File: src/rtl/uart_tx_arbiter_if.sv
// Requester/transmitter bundle for uart_tx_arbiter: byte requests in, ack/grant back,
// plus the start/ready handshake toward the UART transmitter.
interface uart_tx_arbiter_if #(
  parameter int NUM_REQ = 4
);
  logic [NUM_REQ-1:0]   req;
  logic [8*NUM_REQ-1:0] req_data;
  logic [NUM_REQ-1:0]   ack;
  logic [NUM_REQ-1:0]   grant;
  logic                 busy;
  logic                 tx_ready;
  logic                 tx_start;
  logic [7:0]           tx_data;

  modport master (
    input  req, req_data, tx_ready,
    output ack, grant, busy, tx_start, tx_data
  );

  modport slave (
    output req, req_data, tx_ready,
    input  ack, grant, busy, tx_start, tx_data
  );
endinterface

File: src/rtl/uart_tx_arbiter.sv
// Round-robin byte scheduler for one UART transmitter; grant 1 clk after req, tx_start 2 clk after req.
// Stalls in IDLE while the synchronized tx_ready is low; holds tx_start/tx_data until the frame is accepted.
module uart_tx_arbiter #(
  parameter int NUM_REQ   = 4,
  parameter int MAX_BURST = 16
) (
  input  logic              clk,
  input  logic              rst,
  uart_tx_arbiter_if.master bus
);
  localparam int IW = (NUM_REQ > 1) ? $clog2(NUM_REQ) : 1;

  typedef enum logic [1:0] {IDLE, LOAD, START, DONE} state_t;

  state_t             state, state_nxt;
  logic               sync_q1, tx_ready_s;
  logic [IW-1:0]      rr_ptr, rr_ptr_nxt;
  logic [IW-1:0]      gidx, gidx_nxt;
  logic [IW-1:0]      sel_idx;
  logic               sel_found;
  logic [IW:0]        cand;
  logic [NUM_REQ-1:0] sel_onehot;
  logic [7:0]         burst_cnt, burst_cnt_nxt;
  logic [NUM_REQ-1:0] grant_q, grant_nxt;
  logic [NUM_REQ-1:0] ack_q, ack_nxt;
  logic               tx_start_q, tx_start_nxt;
  logic [7:0]         tx_data_q, tx_data_nxt;
  logic [7:0]         req_byte [NUM_REQ];

  for (genvar i = 0; i < NUM_REQ; i++) begin : g_unpack
    assign req_byte[i] = bus.req_data[8*i +: 8];
  end

  assign bus.grant    = grant_q;
  assign bus.ack      = ack_q;
  assign bus.tx_start = tx_start_q;
  assign bus.tx_data  = tx_data_q;
  assign bus.busy     = (state != IDLE);

  // tx_ready lives in the UART clock domain; reset to "idle" so an unknown line never blocks.
  always_ff @(posedge clk or negedge rst) begin
    if (!rst) begin
      sync_q1    <= 1'b1;
      tx_ready_s <= 1'b1;
    end else begin
      sync_q1    <= bus.tx_ready;
      tx_ready_s <= sync_q1;
    end
  end

  // Scan from the farthest offset down so the nearest requester after rr_ptr wins.
  always_comb begin
    sel_found  = 1'b0;
    sel_idx    = '0;
    cand       = '0;
    sel_onehot = '0;
    for (int k = NUM_REQ; k >= 1; k--) begin
      cand = {1'b0, rr_ptr} + (IW+1)'(k);
      if (cand >= (IW+1)'(NUM_REQ)) begin
        cand = cand - (IW+1)'(NUM_REQ);
      end
      if (bus.req[cand[IW-1:0]]) begin
        sel_found = 1'b1;
        sel_idx   = cand[IW-1:0];
      end
    end
    sel_onehot[sel_idx] = 1'b1;
  end

  always_comb begin
    state_nxt     = state;
    rr_ptr_nxt    = rr_ptr;
    gidx_nxt      = gidx;
    burst_cnt_nxt = burst_cnt;
    grant_nxt     = grant_q;
    ack_nxt       = '0;
    tx_start_nxt  = 1'b0;
    tx_data_nxt   = tx_data_q;
    case (state)
      IDLE: begin
        if (sel_found && tx_ready_s) begin
          state_nxt     = LOAD;
          gidx_nxt      = sel_idx;
          grant_nxt     = sel_onehot;
          ack_nxt       = sel_onehot;
          burst_cnt_nxt = '0;
        end
      end
      LOAD: begin
        state_nxt    = START;
        tx_data_nxt  = req_byte[gidx];
        tx_start_nxt = 1'b1;
        if (burst_cnt != 8'hFF) begin
          burst_cnt_nxt = burst_cnt + 8'd1;
        end
      end
      START: begin
        if (!tx_ready_s) begin
          state_nxt = DONE;
        end else begin
          tx_start_nxt = 1'b1;
        end
      end
      DONE: begin
        if (tx_ready_s) begin
          if (bus.req[gidx] && (burst_cnt < 8'(MAX_BURST))) begin
            state_nxt = LOAD;
            ack_nxt   = grant_q;
          end else begin
            state_nxt  = IDLE;
            rr_ptr_nxt = gidx;
            grant_nxt  = '0;
          end
        end
      end
      default: state_nxt = IDLE;
    endcase
  end

  always_ff @(posedge clk or negedge rst) begin
    if (!rst) begin
      state      <= IDLE;
      rr_ptr     <= IW'(NUM_REQ - 1);
      gidx       <= '0;
      burst_cnt  <= '0;
      grant_q    <= '0;
      ack_q      <= '0;
      tx_start_q <= 1'b0;
      tx_data_q  <= 8'h00;
    end else begin
      state      <= state_nxt;
      rr_ptr     <= rr_ptr_nxt;
      gidx       <= gidx_nxt;
      burst_cnt  <= burst_cnt_nxt;
      grant_q    <= grant_nxt;
      ack_q      <= ack_nxt;
      tx_start_q <= tx_start_nxt;
      tx_data_q  <= tx_data_nxt;
    end
  end
endmodule

File: src/flat_wrapper.sv
// flat-port wrapper written by rule: the top's interface ports become plain ports
module uart_tx_arbiter_flat 
#(
  parameter int NUM_REQ   = 4,
  parameter int MAX_BURST = 16
)
  (clk, rst, bus_req, bus_req_data, bus_tx_ready, bus_ack, bus_grant, bus_busy, bus_tx_start, bus_tx_data);
  uart_tx_arbiter_if #(.NUM_REQ(NUM_REQ)) bus_i ();
  input  logic clk;
  input  logic rst;
  input wire logic [$bits(bus_i.req)-1:0] bus_req;
  input wire logic [$bits(bus_i.req_data)-1:0] bus_req_data;
  input wire logic [$bits(bus_i.tx_ready)-1:0] bus_tx_ready;
  output wire logic [$bits(bus_i.ack)-1:0] bus_ack;
  output wire logic [$bits(bus_i.grant)-1:0] bus_grant;
  output wire logic [$bits(bus_i.busy)-1:0] bus_busy;
  output wire logic [$bits(bus_i.tx_start)-1:0] bus_tx_start;
  output wire logic [$bits(bus_i.tx_data)-1:0] bus_tx_data;
  assign bus_i.req = bus_req;
  assign bus_i.req_data = bus_req_data;
  assign bus_i.tx_ready = bus_tx_ready;
  assign bus_ack = bus_i.ack;
  assign bus_grant = bus_i.grant;
  assign bus_busy = bus_i.busy;
  assign bus_tx_start = bus_i.tx_start;
  assign bus_tx_data = bus_i.tx_data;
  uart_tx_arbiter #(.NUM_REQ(NUM_REQ), .MAX_BURST(MAX_BURST)) u_core (.clk(clk), .rst(rst), .bus(bus_i));
endmodule
File: config.mk
export PLATFORM = sky130hd
export DESIGN_NAME = uart_tx_arbiter_flat
export DESIGN_NICKNAME = d
export VERILOG_FILES = /design/src/rtl/uart_tx_arbiter_if.sv /design/src/rtl/uart_tx_arbiter.sv /design/src/flat_wrapper.sv
export SDC_FILE = /design/constraint.sdc
export NUM_CORES = 1
export LEC_CHECK = 0
export ABC_AREA = 1
export CORE_MARGIN = 5
export CORE_UTILIZATION = 45
export CTS_BUF_LIST = sky130_fd_sc_hd__clkbuf_2
export DETAILED_ROUTE_END_ITERATION = 16
export HOLD_SLACK_MARGIN = 0.06
export PLACE_DENSITY = 0.79
export SYNTH_ARGS = -nofsm -noshare
export SYNTH_HDL_FRONTEND = slang
export SYNTH_SLANG_ARGS = --single-unit
File: constraint.sdc
create_clock -name clk -period 1.75 [get_ports clk]
set_input_delay 0.525 -clock clk [delete_from_list [all_inputs] [get_ports clk]]
set_output_delay 0.525 -clock clk [all_outputs]
set_load 0.005 [all_outputs]
==> results.toml <==
[run_status]
status = "completed"

[global_route]
grt_pass1_wl_um = 8770
overflow = 0
grt_util_all_layers = 0.181
first_global_vias = 1961
grt_max_degree = 34
antenna_found_initial = 0

[placed_design]
gp_congestion = 0.854
placed_cells = 385
hpwlAfterDp_um = 4000
dp_slack_ns = -0.324
port_buffers = 56

[sta]
setup_slack_ns = 0.0191
rsz0062_at_grt = "yes"
worstMarginPinSlew_ns = 0.431
slew_headroom = 0.713
finalCriticalPeriod_ns = 1.73
slew_viol_final = 0
fin_crit_sh = 0.989
setup_viol = 0
clock.fmax_mhz = 578
clock_skew_ns = 0.0157
hold_viol = 0

[routing]
wl_um = 5490
drtIter0Drc = 174
vias = 2089
first_pass_iters = 4
avgRoutedWirePerCell_um = 13.5
ant_nets = 0
viasPerCell = 5.15
drcViolationCount = 0

[logic_synthesis]
syn-num-nets = 311
synth_flop_cell = "dfrtp_1"
postSynthCellCount = 267
syn-mean-instance-area_um2 = 7.56
synthesis.area_um2 = 2020
synth.top_cell.area_share = 0.359
synth_edf_count = 0
synth_area_leaders = "dfrtp_1, nand2_1, nor2_1, o21ai_0, dfstp_2"
yosysWarnings = 0
ys_ff_latch = 33
yosysSeqAreaShare = 0.411
synth.most_common_cell = "nand2_1"
yosysUniqueCellTypes = 31
yosys-top-cells-count = "nand2_1, nor2_1, o21ai_0"
yosysTopAreaCell = "dfrtp_1"
asyncSetResetFlopFracSynth = 1.00

[setup_path]
cp.arrival_ns = 2.05
critPathKind = "register to register"
critical_path_required_ns = 2.06
worst-path-buf-inv = 2
cpMostUsedCell = "nand2_1"
worstRegToRegCells = 11
r2r_start = "u_core.rr_ptr[0]"
r2r_slack_ns = 0.02
slowest_delay_ns = 0.66
cp-start-kind = "register"
critPathMaxFanout = 6
endpoint_kind = "register"
crit_path_top_delay_cell = "dfstp_2"
cpLargestDelayFamily = "flip-flops"
crit_chain = "buf_6, nand2_1, nand3_2, nand2_1, inv_1, nand2_1, nand2_1, nand2_2, nand2_2, nand3_1, a21oi_1"
regToRegEndpoint = "u_core.bus.ack[2]"

[clock_tree]
clock-root-buffer = "clkbuf_2"
cts_tree = "done"
cts.path.max_buffers = 2
cts.sinks = 33
cts_buffers = 5
clkSlewWorstSetupHoldPaths_ns = 0.17
h-tree-depth = 2
worstSkewPairLatency_ns = 0.37

[die]
core_um2 = 4350
fp-row-count = 24
start_util = 0.464
die_w_um = 77.0
dieHeight_um = 77.0
top_level_ports = 57
dieArea_um2 = 5930

[hold_path]
whs_endpoint = "u_core.tx_ready_s"
min-delay-path-class = "register to register"
min_from = "u_core.sync_q1"
whs_path_depth = 0

[pwr]
p_leak_nw = 1.41
ir_worst_vdd_v = 0.000765
power.density_nw_per_um2 = 1610

[final_layout]
fin_util = 0.683
antenna_cells = 0
nets = 397
areaGrowthSynthToFinish_pct = 47.2
drive_gt1_frac = 0.254
finalNonFillerCells = 406

[flow_run]
drv_cap = 0
worst max-delay path by stage:
| stage | from | endpoint | depth (start not counted) |
|---|---|---|---|
| 2_1_floorplan | u_core.state[1] | u_core.burst_cnt[6] | 9 |
| 3_3_place_gp | bus_req[3] | u_core.gidx[0] | 12 |
| 3_5_place_dp | bus_req[3] | u_core.gidx[0] | 12 |
| 4_1_cts | u_core.state[1] | bus_busy | 4 |
| 5_1_grt | u_core.rr_ptr[0] | u_core.gidx[0] | 12 |
| 6_report | u_core.rr_ptr[0] | u_core.bus.ack[2] | 11 |
layer usage:
layer,vias to the layer above,part of all wire,global-route usage
li1,1053,-,-
met1,958,0.40,0.211
met2,69,0.50,0.314
met3,9,0.077,0.0492
met4,0,0.016,0.0670
met5,-,0,0
through the flow:
| step | hold slack [ns] | total power [W] | setup TNS (ns) | cell area [um^2] |
|---|---|---|---|---|
| floorplan | 0.229 | 0.00292 | 0 | 2020 |
| global placement | 0.346 | 0.00393 | -4.43 | 2760 |
| detailed placement | 0.347 | 0.00402 | -5.02 | 2760 |
| CTS | 0.352 | 0.00442 | 0 | 2850 |
| global route | 0.340 | 0.00522 | -0.463 | 2970 |
| finish | 0.372 | 0.00478 | 0 | 2970 |
registers in the layout, summed over array words and instances, names as in the netlist:
signal               flops
u_core.burst_cnt         8
u_core.bus.ack           4
u_core.bus.grant         4
u_core.bus.tx_data       8
u_core.bus.tx_start      1
u_core.gidx              2
u_core.rr_ptr            2
u_core.state             2
u_core.sync_q1           1
u_core.tx_ready_s        1
what timing repair did:
item | CTS | global route
hold buffers | 0 | 0
pin swaps | 1 | 9
setup endpoints to repair | 19 | 18
gates resized for setup | 27 | 30
setup buffers | 8 | 5
cells in the final DEF (no fill, tap or decap), types with 2 or more instances in the layout:
cell type	n
nand2_1	42
nor2_1	41
clkdlybuf4s50_1	37
buf_4	30
dfrtp_1	29
o21ai_0	28
nand3_1	18
dlygate4sd2_1	17
inv_1	15
nand2_2	13
a21oi_1	8
a31oi_1	8
inv_2	7
clkbuf_2	5
nand3_2	4
nand2_4	4
o21ai_1	4
xor2_1	4
o31ai_2	4
dfstp_2	4
nor2_2	3
nand4_1	3
a21oi_2	3
ha_1	3
nor2_4	2
nor3_1	2
clkinv_1	2
buf_6	2
buf_12	2
where the power goes:
group          internal (W)  total [W]  switching [W]
clock network     0.0000874   0.000345       0.000258
registers           0.00103    0.00123       0.000193
logic               0.00145    0.00321        0.00176
total               0.00257    0.00478        0.00221
layout make-up:
class                      count  area [um^2]
fill                         357         1380
multi-input combinational    201         1130
inverter                      23         91.3
tap                           52         65.1
clock buffer                   5         25.0
sequential                    33          831
timing repair buffer          89          820
clock inverter                 3         12.5
logic make-up (layout without fill, tap and decap cells):
group | count (synthesis) | in the layout | synth area share
simple gates | 134 | 134 | 0.297
compound gates | 57 | 57 | 0.164
flops | 33 | 33 | 0.411
buf+inv | 33 | 120 | 0.0743
fa+ha+maj | 5 | 5 | 0.0310
xor+xnor | 5 | 5 | 0.0217
No activity file was read; power rests on OpenSTA's default activity.
